**config.mk**
```make
export PLATFORM = sky130hd
export DESIGN_NAME = hazard_ctrl
export DESIGN_NICKNAME = d
export VERILOG_FILES = /design/src/rtl/hazard_ctrl.sv
export SDC_FILE = /design/constraint.sdc
export NUM_CORES = 1
export LEC_CHECK = 0
export CORE_ASPECT_RATIO = 1.1
export CORE_MARGIN = 2
export CORE_UTILIZATION = 35
export CTS_CLUSTER_SIZE = 20
export DETAILED_ROUTE_END_ITERATION = 8
export PLACE_DENSITY = 0.7
export SLEW_MARGIN = 20
export SYNTH_ARGS = -nofsm -noshare
export SYNTH_HDL_FRONTEND = slang
export SYNTH_SLANG_ARGS = --single-unit
export TNS_END_PERCENT = 50
```
**constraint.sdc**
```tcl
create_clock -name Clk_Core -period 4.4 [get_ports Clk_Core]
set_input_delay 0.66 -clock Clk_Core [delete_from_list [all_inputs] [get_ports Clk_Core]]
set_output_delay 0.66 -clock Clk_Core [all_outputs]
set_load 0.05 [all_outputs]
```
**src/rtl/hazard_ctrl.sv**
```systemverilog
// hazard_ctrl: pipeline hazard controller for the fetch and decode_pipe stages.
// It resolves three hazards:
//   - load-use: one bubble is inserted into ID/EX.
//   - multi-cycle MUL/DIV in EX: the front end is frozen until the result is ready.
//   - taken branch/jump resolved in EX: the younger instructions are flushed.
// It also keeps saturating stall and flush cycle counters.
// The stall/flush outputs are combinational from the registered state and the current inputs.
module hazard_ctrl #(
  parameter int MUL_LATENCY = 3,
  parameter int CNT_WIDTH   = 32
) (
  input  logic                 Clk_Core,
  input  logic                 Rst_Core_N,
  input  logic [4:0]           id_rs1_di,
  input  logic [4:0]           id_rs2_di,
  input  logic                 id_rs1_used_di,
  input  logic                 id_rs2_used_di,
  input  logic [4:0]           ex_rd_di,
  input  logic                 ex_load_di,
  input  logic                 ex_mul_valid_di,
  input  logic                 ex_branch_taken_di,
  output logic                 stall_fetch_do,
  output logic                 flush_fetch_do,
  output logic                 stall_decode_do,
  output logic                 flush_decode_do,
  output logic                 mul_busy_do,
  output logic [CNT_WIDTH-1:0] stall_count_do,
  output logic [CNT_WIDTH-1:0] flush_count_do
);

  // The wait counter must be at least one bit wide, even when no MUL wait is possible.
  localparam int CW = (MUL_LATENCY > 2) ? $clog2(MUL_LATENCY) : 1;
  // The detection cycle plus the cnt!=0 cycles give MUL_LATENCY-1 stall cycles in total.
  localparam logic [CW-1:0] CNT_LOAD = CW'((MUL_LATENCY >= 2) ? (MUL_LATENCY - 2) : 0);

  typedef enum logic {
    IDLE     = 1'b0,
    MUL_WAIT = 1'b1
  } state_e;

  state_e               state_q, state_d;
  logic [CW-1:0]        cnt_q, cnt_d;
  logic [CNT_WIDTH-1:0] stall_cnt_q, flush_cnt_q;
  logic                 mul_det;
  logic                 load_use;

  // MUL detection exists only when the multiplier takes more than one cycle.
  generate
    if (MUL_LATENCY > 1) begin : g_mul
      assign mul_det = ex_mul_valid_di;
    end else begin : g_no_mul
      assign mul_det = ex_mul_valid_di & 1'b0;
    end
  endgenerate

  // A load whose destination is read by the instruction now in decode.
  // x0 is never a real dependency.
  assign load_use = ex_load_di && (ex_rd_di != 5'd0) &&
                    ((id_rs1_used_di && (id_rs1_di == ex_rd_di)) ||
                     (id_rs2_used_di && (id_rs2_di == ex_rd_di)));

  // State register: FSM state and the MUL wait down-counter.
  always_ff @(posedge Clk_Core or negedge Rst_Core_N) begin
    if (!Rst_Core_N) begin
      state_q <= IDLE;
      cnt_q   <= '0;
    end else begin
      state_q <= state_d;
      cnt_q   <= cnt_d;
    end
  end

  // Next-state logic.
  // A branch in IDLE wins over a MUL; in MUL_WAIT the inputs are ignored.
  always_comb begin
    state_d = state_q;
    cnt_d   = cnt_q;
    case (state_q)
      IDLE: begin
        if (!ex_branch_taken_di && mul_det) begin
          state_d = MUL_WAIT;
          cnt_d   = CNT_LOAD;
        end
      end
      MUL_WAIT: begin
        if (cnt_q != '0) begin
          cnt_d = cnt_q - CW'(1);
        end else begin
          state_d = IDLE;
        end
      end
      default: begin
        state_d = IDLE;
        cnt_d   = '0;
      end
    endcase
  end

  // Output logic.
  // The outputs are forced low while reset is asserted.
  // A load-use bubbles ID/EX (flush) rather than holding it, so stall_decode
  // and flush_decode are never driven high together.
  always_comb begin
    stall_fetch_do  = 1'b0;
    flush_fetch_do  = 1'b0;
    stall_decode_do = 1'b0;
    flush_decode_do = 1'b0;
    mul_busy_do     = 1'b0;
    if (Rst_Core_N) begin
      case (state_q)
        IDLE: begin
          if (ex_branch_taken_di) begin
            flush_fetch_do  = 1'b1;
            flush_decode_do = 1'b1;
          end else if (mul_det) begin
            stall_fetch_do  = 1'b1;
            stall_decode_do = 1'b1;
          end else if (load_use) begin
            stall_fetch_do  = 1'b1;
            flush_decode_do = 1'b1;
          end
        end
        MUL_WAIT: begin
          mul_busy_do = 1'b1;
          if (cnt_q != '0) begin
            stall_fetch_do  = 1'b1;
            stall_decode_do = 1'b1;
          end
        end
        default: begin
          mul_busy_do = 1'b0;
        end
      endcase
    end
  end

  // Performance counters.
  // Each counter advances on every edge where its output is high and sticks at all-ones.
  always_ff @(posedge Clk_Core or negedge Rst_Core_N) begin
    if (!Rst_Core_N) begin
      stall_cnt_q <= '0;
      flush_cnt_q <= '0;
    end else begin
      if (stall_fetch_do && (stall_cnt_q != '1)) begin
        stall_cnt_q <= stall_cnt_q + CNT_WIDTH'(1);
      end
      if (flush_fetch_do && (flush_cnt_q != '1)) begin
        flush_cnt_q <= flush_cnt_q + CNT_WIDTH'(1);
      end
    end
  end

  assign stall_count_do = stall_cnt_q;
  assign flush_count_do = flush_cnt_q;

endmodule
```
==> run_results.csv, run 1 <==
group,metric,value,unit
floorplanning,start_util,36.1,%
place,place_congestion,0.803,
critical_path,crit_fanout,4,
synth,synth_seq_cells,67,
clocking,cts.clk_slew.worst_paths,0.07,ns
clocking,cts_resized,0,
timing,tightest_slew,0.883,ns
power,vdd_ir_drop_max,0.000462,V
critical_path,r2r_setup_slack,2.01,ns
clocking,clockRootBuffer,"clkbuf_8",
synth,muxShareOfSynthArea,0.334,%
place,dpl_cell_area,4410,um2
cells_and_area,final_nets,443,
timing,hold_viol,0,
synth,synth_area_leaders,"dfrtp_1, xnor2_1, xor2_1, nand4_1, nand3_1",
timing,period_minus_slack,3.65,ns
routing,vias,2812,
global_routing,grt_max_degree,44,
flow_run,max_cap_viol_count,0,
power,leakage,2.01,nW
global_routing,grt_pass1_wl,13.6,mm
cells_and_area,fillerInstances,875,
critical_path,r2r-end,"stall_count_do[1]",
power,power_density,410,nW/um2
synth,synth_cells,319,
synth,netlist.top_cell.by_area,"dfrtp_1",
synth,yosysTopAreaCellShare,49.7,%
routing,vias_per_cell,5.21,
timing,finalSetupViolations,0,
floorplanning,die_h,107,um
worst_hold_path,hold_path.class,"in2async",
place,dpl.hpwl,5.93,mm
clocking,cts_inserted_buffers,9,
synth,syn-mean-instance-area,10.6,um2
outcome,status,"complete, no violations",
global_routing,antenna_found_initial,0,
synth,synth-xor-area-share,18.7,%
synth,synth_cell_type_count,39,
routing,first_pass_iters,4,
critical_path,required,3.74,ns
global_routing,grt_pass1_vias,2798,
routing,wl_per_cell,14.8,um
place,portBuffers,90,
timing,grt_setup_unrepaired,"no",
synth,synth_seq_area_share,49.7,%
critical_path,arrival,2.99,ns
critical_path,critPathCapture,"stall_fetch_do",
cells_and_area,design_area,4600,um2
clocking,tritoncts,"done",
global_routing,grt_use_total,15.9,%
clocking,htreeDepth,3,
critical_path,cp-startpoint,"ex_rd_di[0]",
critical_path,critPathCaptureType,"primary output",
floorplanning,core_area,9350,um2
timing,fin_crit_sh,83.0,%
timing,fmax,274,MHz
routing,drt_iter0_markers,56,
synth,synthAdderAreaFrac,1.11,%
clocking,clock_latency,0.34,ns
timing,maxSlewViolCount,0,
timing,relSlewSlack,40.9,%
cells_and_area,synthToLayoutAreaGrowth,36.4,%
critical_path,r2r_start,"stall_count_do[13]",
cells_and_area,n_antenna_cell,0,
critical_path,ff2ff_path_depth,5,
synth,yosys_warnings,0,
floorplanning,row_count,37,
synth,synth_nets,344,
clocking,postCtsSetupBuffers,0,
timing,skew,0.00924,ns
routing,drtAntennaViolNets,0,
clocking,cts.path.max_buffers,2,
routing,wl,8.02,mm
synth,synth_top_family_by_area,"simple AND/OR/NAND/NOR gates",
timing,setup_tns,0,ns
clocking,clock-sinks,67,
critical_path,cp-start-kind,"input pin",
floorplanning,num_io_pins,91,
clocking,ctsHoldBuffers,0,
floorplanning,die_area,10400,um2
critical_path,path_class,"in2out",
cells_and_area,final_layout_size_suffix_gt1_share,8.27,%
synth,syn-cell-area,3370,um2
floorplanning,die_x,97.6,um
global_routing,overflow,0,
synth,synth-simple-area-share,25.4,%
synth,synth_compound_gate_area_share,3.04,%
routing,drc,0,
==> routing by layer <==
layer | global-route usage, % | vias up | wire [um]
met1 | 21.1 | 1356 | 3650
met2 | 25.2 | 96 | 3760
met4 | 6.85 | 0 | 201
met3 | 3.46 | 20 | 404
met5 | 0 | - | 0
li1 | - | 1340 | -
==> synthesized netlist by cell type, drive strengths merged <==
| cell | n |
|---|---|
| nor4b | 1 |
| o211a | 1 |
| and2 | 5 |
| nand4b | 1 |
| o21a | 1 |
| nand3 | 28 |
| mux2 | 1 |
| ha | 3 |
| nand2 | 25 |
| nor4 | 8 |
| inv | 6 |
| nand4 | 23 |
| and3 | 11 |
| a41oi | 1 |
| a21o | 1 |
| o2111ai | 1 |
| or3 | 1 |
| a21oi | 1 |
| nor2 | 22 |
| nor3b | 3 |
| dfrtp | 67 |
| nor3 | 11 |
| xor2 | 32 |
| o22ai | 2 |
| a31o | 1 |
| and4 | 10 |
| or4 | 2 |
| a31oi | 1 |
| a41o | 2 |
| xnor2 | 40 |
| buf | 5 |
| nor2b | 2 |
==> state kept, by name, indices dropped and copies added (netlist names) <==
name	flops
state_q	1
cnt_q	2
flush_count_do	32
stall_count_do	32
==> worst max-delay path, cell delays in order <==
cell,delay [ns]
clkdlybuf4s50_1,0.55
xnor2_1,0.14
nand4_1,0.11
o22ai_1,0.37
a41o_1,0.33
clkdlybuf4s50_1,0.84
==> cells by family (layout without fill, tap and decap cells) <==
family,count (synthesis),in the layout
AND/OR/NAND/NOR,153,153
XOR/XNOR,72,72
AO/OA/AOI/OAI,12,12
multiplexers,1,1
buffers and inverters,11,115
flip-flops,67,67
adder cells (fa/ha/maj),3,3
==> per-stage QoR <==
step	total power, mW	utilization (%)	std cells	setup slack [ns]	hold slack (ns)
2_1_floorplan	1.17	-	319	1.75	0.364
3_3_place_gp	1.39	47.1	524	0.821	0.454
3_5_place_dp	1.40	47.1	524	0.762	0.473
4_1_cts	1.91	49.2	540	0.754	0.194
5_1_grt	1.99	49.2	540	0.613	0.206
6_report	1.89	49.2	540	0.749	0.202
==> cells in the final DEF, fill, tap and decap left out, types with 2 or more instances in the layout <==
cell,n
clkdlybuf4s50_1,89
dfrtp_1,67
xnor2_1,40
xor2_1,32
nand3_1,26
nand2_1,25
nand4_1,23
nor2_1,22
nor3_1,11
clkbuf_8,10
and3_1,8
nor4_1,8
inv_1,6
and4_1,5
and2_1,4
and4_2,3
and3_2,3
nor3b_1,3
ha_1,3
clkinv_2,3
buf_4,3
o22ai_1,2
nor2b_1,2
a41o_1,2
and4_4,2
nand3_2,2
==> where the power goes <==
| group | total [mW] | switching, mW | internal [mW] |
|---|---|---|---|
| Combinational | 0.622 | 0.410 | 0.212 |
| Sequential | 0.763 | 0.0832 | 0.680 |
| Clock | 0.503 | 0.229 | 0.274 |
| Total | 1.89 | 0.721 | 1.17 |
==> cell type report <==
cell class | instances | area [um2] | share of cell area, %
Clock buffer | 11 | 141 | 3.07
Tap cell | 117 | 146 | 3.18
Multi-Input combinational cell | 241 | 1640 | 35.7
Inverter | 6 | 22.5 | 0.489
Sequential cell | 67 | 1680 | 36.4
Timing Repair Buffer | 93 | 918 | 20.0
Clock inverter | 5 | 52.6 | 1.14
==> how the worst min path moves through the flow <==
stage	to	slack, ns	cells after the start	from
after global routing	stall_count_do[26]	0.21	1	Rst_Core_N
after floorplan	cnt_q[0]	0.36	0	Rst_Core_N
after CTS	stall_count_do[26]	0.19	1	Rst_Core_N
after global placement	cnt_q[0]	0.45	1	cnt_q[0]
after detailed placement	cnt_q[0]	0.47	1	cnt_q[0]
final	stall_count_do[26]	0.20	1	Rst_Core_N
(Power assumes the default switching activity.)
==> run 2, diff against run 1 <==
--- a/config.mk
+++ b/config.mk
@@ -10,7 +10,7 @@
 export CORE_UTILIZATION = 35
 export CTS_CLUSTER_SIZE = 20
 export DETAILED_ROUTE_END_ITERATION = 8
-export PLACE_DENSITY = 0.7
+export PLACE_DENSITY = 0.72
 export SLEW_MARGIN = 20
 export SYNTH_ARGS = -nofsm -noshare
 export SYNTH_HDL_FRONTEND = slang
==> constraint.sdc (replaced) <==
create_clock -name Clk_Core -period 3.12 [get_ports Clk_Core]
set_input_delay 0.468 -clock Clk_Core [delete_from_list [all_inputs] [get_ports Clk_Core]]
set_output_delay 0.468 -clock Clk_Core [all_outputs]
set_load 0.05 [all_outputs]
==> run_results.csv, run 2 (synthesis gave the netlist of run 1 again) <==
group,metric,value,unit
global_routing,grt_pass1_vias,2818,
timing,fin_crit_sh,86.4,%
routing,vias,2801,
global_routing,grt_pass1_wl,13.7,mm
timing,fmax,371,MHz
timing,hold_slack,0.211,ns
clocking,cts_inserted_buffers,9,
timing,tightest_slew,0.533,ns
clocking,clockRootBuffer,"clkbuf_8",
clocking,postCtsSetupBuffers,0,
floorplanning,die_x,97.6,um
power,swShare,36.4,%
critical_path,critPathCaptureType,"primary output",
floorplanning,start_util,36.1,%
routing,wl_per_cell,15.1,um
clocking,cts.clk_slew.worst_paths,0.07,ns
place,dp_worst_setup_slack,0.414,ns
power,leakage,2.06,nW
critical_path,cp_slowest_cell,"or4_1",
place,place_congestion,0.805,
cells_and_area,design_area,4690,um2
clocking,clock_latency,0.34,ns
timing,period_minus_slack,2.70,ns
power,internal_power,1.83,mW
routing,drt_iter0_markers,62,
clocking,cts.path.max_buffers,2,
global_routing,antenna_found_initial,0,
routing,drtAntennaViolNets,0,
floorplanning,die_h,107,um
clocking,cts_resized,0,
cells_and_area,final_layout_size_suffix_gt1_share,9.67,%
power,sequentialPowerShare,37.4,%
timing,hold_viol,0,
place,dpl_cell_area,4440,um2
timing,grt_setup_unrepaired,"no",
critical_path,critPathBufInv,2,
place,dpl.hpwl,6.04,mm
critical_path,critPathTopFamily,"buffers and inverters",
power,p_sw,1.05,mW
routing,vias_per_cell,5.18,
routing,drc,0,
critical_path,path_cells,"clkdlybuf4s50_1 -> or4_1 -> o21a_1 -> a41o_1 -> buf_12",
routing,first_pass_iters,4,
timing,skew,0.00962,ns
critical_path,r2r_start,"stall_count_do[13]",
timing,setup_tns,0,ns
critical_path,path_class,"in2out",
cells_and_area,synthToLayoutAreaGrowth,39.1,%
clocking,tritoncts,"done",
cells_and_area,n_antenna_cell,0,
timing,relSlewSlack,64.2,%
floorplanning,num_io_pins,91,
critical_path,r2r-end,"stall_count_do[1]",
critical_path,crit_fanout,4,
timing,timing.final.ws_setup,0.425,ns
power,power_density,613,nW/um2
critical_path,r2r_setup_slack,0.77,ns
power,clkPwrFrac,31.4,%
critical_path,ff2ff_path_depth,5,
power,combPwrFrac,31.1,%
timing,finalSetupViolations,0,
critical_path,arrival,2.23,ns
outcome,status,"complete, no violations",
global_routing,overflow,0,
cells_and_area,final_cell_mix,"clkdlybuf4s50_1, dfrtp_1, xnor2_1, xor2_1, nand3_1",
critical_path,required,2.65,ns
critical_path,critical_path.max_stage_delay,0.54,ns
cells_and_area,final_nets,444,
clocking,clock-sinks,67,
floorplanning,row_count,37,
worst_hold_path,hold_path.class,"in2async",
critical_path,cp-start-kind,"input pin",
power,vdd_ir_drop_max,0.000532,V
floorplanning,core_area,9350,um2
floorplanning,die_area,10400,um2
global_routing,grt_use_total,16.0,%
routing,wl,8.18,mm
place,portBuffers,90,
clocking,htreeDepth,3,
cells_and_area,fin_util,50.2,%
flow_run,max_cap_viol_count,0,
timing,maxSlewViolCount,0,
cells_and_area,layout_commonest_cell,"clkdlybuf4s50_1",
clocking,ctsHoldBuffers,0,
global_routing,grt_max_degree,36,
## run 2: how the worst max path moves through the flow
| stage | depth (start not counted) | to | slack [ns] | startpoint |
|---|---|---|---|---|
| 5_1_grt | 5 | stall_fetch_do | 0.36 | ex_rd_di[1] |
| 4_1_cts | 5 | stall_fetch_do | 0.43 | ex_rd_di[1] |
| 3_3_place_gp | 7 | stall_count_do[1] | 0.43 | ex_rd_di[1] |
| 3_5_place_dp | 7 | stall_count_do[1] | 0.41 | ex_rd_di[1] |
| 6_report | 5 | stall_fetch_do | 0.42 | ex_rd_di[1] |
| 2_1_floorplan | 7 | flush_count_do[23] | 0.67 | flush_count_do[0] |
## run 2: power groups by stage
stage / clock network (mW) / logic (mW) / registers [mW]
CTS: 0.913 / 0.902 / 1.08
floorplan: 0 / 0.340 / 1.32
finish: 0.904 / 0.895 / 1.08
global route: 0.944 / 0.960 / 1.09
global placement: 0 / 0.881 / 1.09
detailed placement: 0 / 0.899 / 1.09
## run 2: final cells by class
class | instances | area, um2
clock buffer | 10 | 138
fill | 860 | 4660
inverter | 6 | 22.5
multi-input combinational | 241 | 1640
timing repair buffer | 94 | 953
clock inverter | 6 | 113
sequential | 67 | 1680
tap | 117 | 146
## run 2: per-layer routing
| layer | GRT usage, % | share of wire (%) | vias up | routed length [um] |
|---|---|---|---|---|
| met5 | 0 | 0 | - | 0 |
| met1 | 20.7 | 45 | 1357 | 3680 |
| met3 | 3.46 | 5.1 | 19 | 417 |
| met2 | 26.6 | 48 | 87 | 3900 |
| li1 | - | - | 1338 | - |
| met4 | 6.15 | 2.1 | 0 | 172 |
## run 2: worst reg2reg max path, cell delays in order (launching register included)
cell     delay (ns)
dfrtp_1        0.45
nand4_1        0.23
nor3_1         0.53
a41o_1         0.61
nor2_1         0.14
mux2_2         0.29
## run 2: stage by stage
stage                     instances  power (mW)
final                           541        2.88
after global routing            541        3.00
after CTS                       541        2.89
after detailed placement        525        1.99
after global placement          525        1.97
after floorplan                 319        1.66
==> run 3, diff against run 2 <==
--- a/config.mk
+++ b/config.mk
@@ -10,6 +10,7 @@
 export CORE_UTILIZATION = 35
 export CTS_CLUSTER_SIZE = 20
 export DETAILED_ROUTE_END_ITERATION = 8
+export GPL_ROUTABILITY_DRIVEN = 0
 export PLACE_DENSITY = 0.72
 export SLEW_MARGIN = 20
 export SYNTH_ARGS = -nofsm -noshare
==> results of run 3 <==
No change in the layout: final DEF, timing and power equal those of run 2.
==> RTL change 1: new RTL, settings of run 3 <==
`CNT_WIDTH`: 32 -> 64.
--- a/src/rtl/hazard_ctrl.sv
+++ b/src/rtl/hazard_ctrl.sv
@@ -9,3 +9,3 @@
   parameter int MUL_LATENCY = 3,
-  parameter int CNT_WIDTH   = 32
+  parameter int CNT_WIDTH   = 64
 ) (
Ports: changed (resized flush_count_do and stall_count_do); port bits go from 91 to 155. The function was not compared with the original's and may differ.
==> RTL change 1 against run 3 <==
Register-to-register slack worse by 0.17 ns; synthesized cell count grew 110%; largest cell class is now multi-input gates; area after synthesis rose by 100%; power is 68% higher; worst setup slack worse by 0.18 ns; combinational power grew 16%; routed wire length grew 130%; design area rose by 99%; global-route usage is 2.8 points higher; worst hold slack better by 0.21 ns; critical path depth is 2 higher; critical path type unchanged; sequential cell count is 64 higher; clock power rose by 100%.
==> RTL change 1: results (changes against run 3) <==
The type of the tightest min-delay check is in -> async. The average cell area after synthesis is 10.52 um^2 (-0.54%). The arrival time at the worst endpoint came out at 2.41 ns (+0.18 ns).

The number of port buffers came out at 154 (+71%). The detailed-routing iteration count for the pre-antenna-repair pass was 4 (unchanged). The reg-to-reg endpoint is stall_count_do[57]. The number of inserted diodes came out at 0 (unchanged). The maximum fanout encountered on the critical timing path is 3 (-1). The share of cells above drive strength 1 came out at 10.93% (+1.3 points).

The maximum number of pins on one net before global-route repair came to 82 (+130%). The worst-case clock buffer depth was 2 (unchanged). The instance area after placement came to 8797 um^2 (+98%). The number of buffers created by CTS is 17 (+8). The half-perimeter wire length after placement is 13650 um (+130%). Among all flip-flop cells after synthesis, the most frequent one is dfrtp_1. The worst-case vdd ir drop is 0.5338 mV (+0.39%). The register area share after synthesis came out at 47.57% (-2.1 points). The iteration-0 DRC count of the detailed router is 348 (+460%). The first-pass GRT wire length is 30320 um (+120%). The post-route worst hold slack is 0.4165 ns (+0.2056 ns).

The global-route usage over all layers is 18.80% (+2.8 points). The number of cell instances on the worst register-to-register path is 6 (+1). Sorting the synthesized cells by how often they occur yields dfrtp_1 (131), xor2_1 (87), xnor2_1 (48), nand3_1 (47). The worst register-to-register path begins at stall_count_do[34]. The synthesized netlist net count was 680 (+98%). The total vias in the final route came out at 5745 (+110%). The post-placement worst setup slack is 0.2156 ns (-0.1980 ns). The cts-stage hold buffer count was 1 (+1). The run finished with clean final reports. The worst clock skew on the final layout is 0.007725 ns (-0.001893 ns). The via count of the first global-routing pass is 5802 (+110%). The post-placement cell count is 1057 (+100%). The clock network latency to the later pin of the worst-skew pair is 0.42 ns (+0.08 ns).

The average detailed-routed wire length per instance is 16.99 um (+12%). The fraction of registers with async set/reset came out at 100.0% (unchanged). The slack of the worst reg-to-reg path is 0.60 ns (-0.17 ns). The total of warnings raised by yosys came to 0 (unchanged).

The clock root buffer is clkbuf_16. The post-layout net count is 855 (+93%). The number of distinct standard cells referenced by the synthesized netlist was 52 (+33%).

The number of inserted filler cells in the final layout is 1816 (+110%). The clock-pin slew on the worst setup and hold paths is 0.05 ns (-0.02 ns). The via density per instance was 5.275 (+1.9%). The number of H-tree levels came out at 4 (+1). The slew at the pin closest to its max-slew limit came to 0.7868 ns (+0.2533 ns). In the post-synthesis netlist, the biggest area contributors are dfrtp_1 (48%), xor2_1 (11%), xnor2_1 (6.1%). The static leakage power was 4.121 nW (+100%).
## RTL change 1: final cells by class
cell class	count	area, um^2	share of cell area (%)
Tap cell	247	309.0	3.307
Clock buffer	26	509.2	5.449
Sequential cell	131	3278	35.08
Clock inverter	5	25.02	0.2678
Timing Repair Buffer	172	1699	18.18
Multi-Input combinational cell	492	3465	37.07
Inverter	16	60.06	0.6427
## RTL change 1: worst max path at each step
stage / start / end / slack [ns] / cells past startpoint
3_5_place_dp: ex_rd_di[3] / flush_decode_do / 0.22 / 7
3_3_place_gp: ex_rd_di[3] / flush_decode_do / 0.26 / 7
4_1_cts: ex_rd_di[3] / flush_decode_do / 0.21 / 7
5_1_grt: ex_rd_di[4] / flush_decode_do / 0.11 / 7
2_1_floorplan: ex_rd_di[3] / flush_decode_do / 0.49 / 5
6_report: ex_rd_di[2] / flush_decode_do / 0.25 / 7
## RTL change 1: kinds of logic after synthesis
logic type                 Yosys count  share of synthesized area (%)
and+or+nand+nor                    339                          30.86
xor gates and xnor gates           135                          17.16
DFF                                131                          47.57
buffers and inverters               32                          2.197
AOI/OAI and AO/OA                   13                          1.344
adders and majority gates            3                         0.5447
muxes                                2                         0.3268
## RTL change 1: layer usage
metal	wire [um]	share of wire, %	global-route usage [%]
met5	0	0	0
met4	191	1.0	5.153
met3	1051	5.7	5.087
met2	9333	50	32.34
met1	7926	43	23.22
## RTL change 1: where the power goes
| group | switching [mW] | internal (mW) | total, mW |
|---|---|---|---|
| Sequential | 0.157 | 1.82 | 1.97 |
| Clock | 0.696 | 1.11 | 1.81 |
| Combinational | 0.682 | 0.358 | 1.04 |
## RTL change 1: critical path: stages
cell and delay, ns:
clkdlybuf4s50_1 0.48, xor2_1 0.19, nor4_1 0.28, a32oi_1 0.19, or3_1 0.37, a21oi_1 0.25
buf_12 0.18
==> RTL change 2: new RTL, config.mk and constraints of run 3 <==
Without the edit above. Reset style: synchronous (`Rst_Core_N`), changed in 2 clocked blocks.
--- a/src/rtl/hazard_ctrl.sv
+++ b/src/rtl/hazard_ctrl.sv
@@ -62,3 +62,3 @@
   // State register: FSM state and the MUL wait down-counter.
-  always_ff @(posedge Clk_Core or negedge Rst_Core_N) begin
+  always_ff @(posedge Clk_Core) begin
     if (!Rst_Core_N) begin
@@ -138,3 +138,3 @@
   // Each counter advances on every edge where its output is high and sticks at all-ones.
-  always_ff @(posedge Clk_Core or negedge Rst_Core_N) begin
+  always_ff @(posedge Clk_Core) begin
     if (!Rst_Core_N) begin
Behaviour: differs if Rst_Core_N is asserted again (counterexample within 4 cycles, from zero or initial values and one cycle with Rst_Core_N low); with Rst_Core_N held inactive, the same outputs for 10 cycles.
==> RTL change 2 against run 3 <==
Fmax down 8.3%; critical path depth up 2; worst setup slack worse by 0.24 ns; area after synthesis up 5.0%; utilization down 1.3 points; sequential cell count unchanged; routed wire length up 15%; largest cell class is now multi-input gates; cell count up 18%; non-clock buffer count up 5; design area up 2.5%; count of clock-buffer cells in the layout up 2; die area up 4.8%; via count up 25%.
Power is not compared: it rests on default switching activity, and its combinational part moved more than twofold at a synthesized area within 25%.
==> RTL change 2: results (changes against run 3) <==
The global-route usage over all layers came out at 17.09% (+1.0 points). The synthesized netlist net count is 445 (+29%). The post-placement cell count is 623 (+19%). The number of distinct standard cells referenced by the synthesized netlist is 53 (+36%). The startpoint identified for the worst hold timing path is cnt_q[1]. The initial antenna violation count came out at 0 (unchanged). The number of H-tree levels is 3 (unchanged).

The post-route worst hold slack came out at 0.4701 ns (+0.2593 ns). After synthesis, the cell types taking the most area are dfxtp_1 (38%), xnor2_1 (6.7%), nand4_1 (4.1%). The number of standard cells in the final layout excluding fillers is 639 (+18%).

The post-placement worst setup slack is 0.1891 ns (-0.2246 ns). The maximum single-stage delay on the critical path is 0.59 ns (+0.05 ns). The maximum fanout encountered on the critical timing path came to 3 (-1). The iteration-0 DRC count of the detailed router is 186 (+200%). The maximum number of pins on one net before global-route repair is 51 (+42%). The share of cells above drive strength 1 came out at 7.707% (-2.0 points). The half-perimeter wire length after placement is 6927 um (+15%). The register area share after synthesis came out at 37.84% (-12 points). The number of inserted filler cells in the final layout came out at 925 (+7.6%). The worst-case headroom to the max-slew limit is 47.21% (-17 points). The detailed-routing iteration count for the pre-antenna-repair pass was 5 (+1). The via density per instance is 5.460 (+5.5%). The via count of the first global-routing pass came to 3228 (+15%). The average detailed-routed wire length per instance is 14.70 um (-2.8%).

The number of cell instances on the worst register-to-register path was 8 (+3). The worst register-to-register path begins at stall_count_do[0]. The number of instances in the synthesized netlist came out at 420 (+32%).

The minimum clock period after layout came out at 2.938 ns (+0.2427 ns). In the synthesized netlist, the cells that appear most often are dfxtp_1 (67), nor2_1 (37), nand2_1 (33), xnor2_1 (27), a21oi_1 (25). The post-layout net count is 539 (+21%). The arrival time at the worst endpoint came out at 2.47 ns (+0.24 ns).

The path class of the tightest hold or removal check is reg -> reg. The run finished with clean final reports. In the synthesized netlist the dominant register cell turns out to be dfxtp_1.
## RTL change 2: cell count changes in the layout (fill, tap and decap cells not counted), sizes merged, moves of 13 or more
cell / change
nor2: +15
xnor2: -13
or3: +20
dfrtp: -67
o21ai: +21
xor2: -24
dfxtp: +67
a21oi: +24
## RTL change 2: area by class of cell
type                    count  area [um^2]  area share (%)
clock buffers              12        145.1           3.018
clock inverters             4        50.05           1.041
inverters                  10        37.54          0.7806
multi-input cells         327         2078           43.22
flip-flops and latches     67         1341           27.89
well taps                 120        150.1           3.123
repair buffers             99         1006           20.92
## RTL change 2: cell families after synthesis
family / share of synthesized area, %
AOI/OAI and AO/OA: 13.06
xor gates and xnor gates: 8.648
adders and majority gates: 1.059
buffers and inverters: 3.530
DFF: 37.84
muxes: 1.694
and+or+nand+nor: 34.17
## RTL change 2: worst register-to-register path, stage by stage, from the launching register on
cell and delay [ns]:
dfxtp_1 0.44, ha_1 0.27, nand2_1 0.08, nor3_1 0.46, a32oi_2 0.20, buf_4 0.19, nand2_2 0.31, mux2i_1 0.23
nor2_1 0.05
## RTL change 2: metrics by stage
step,total power [mW],cell area (um^2),util (%)
2_1_floorplan,0.9633,3545,-
3_3_place_gp,1.031,4613,46.87
3_5_place_dp,1.033,4613,46.87
4_1_cts,1.760,4808,48.86
5_1_grt,1.800,4808,48.86
6_report,1.738,4808,48.86
## RTL change 2: power by group
group	switching, mW	internal [mW]	leakage [nW]
clock network	0.333	0.391	0.0926
registers	0.00743	0.859	0.540
logic	0.0797	0.0670	0.947
## RTL change 2: routing by layer
metal	vias up	track usage, %	part of all wire [%]
li1	1737	-	-
met1	1639	20.91	44
met2	102	30.07	50
met3	11	2.924	5.0
met4	0	6.556	1.3
met5	-	0	0
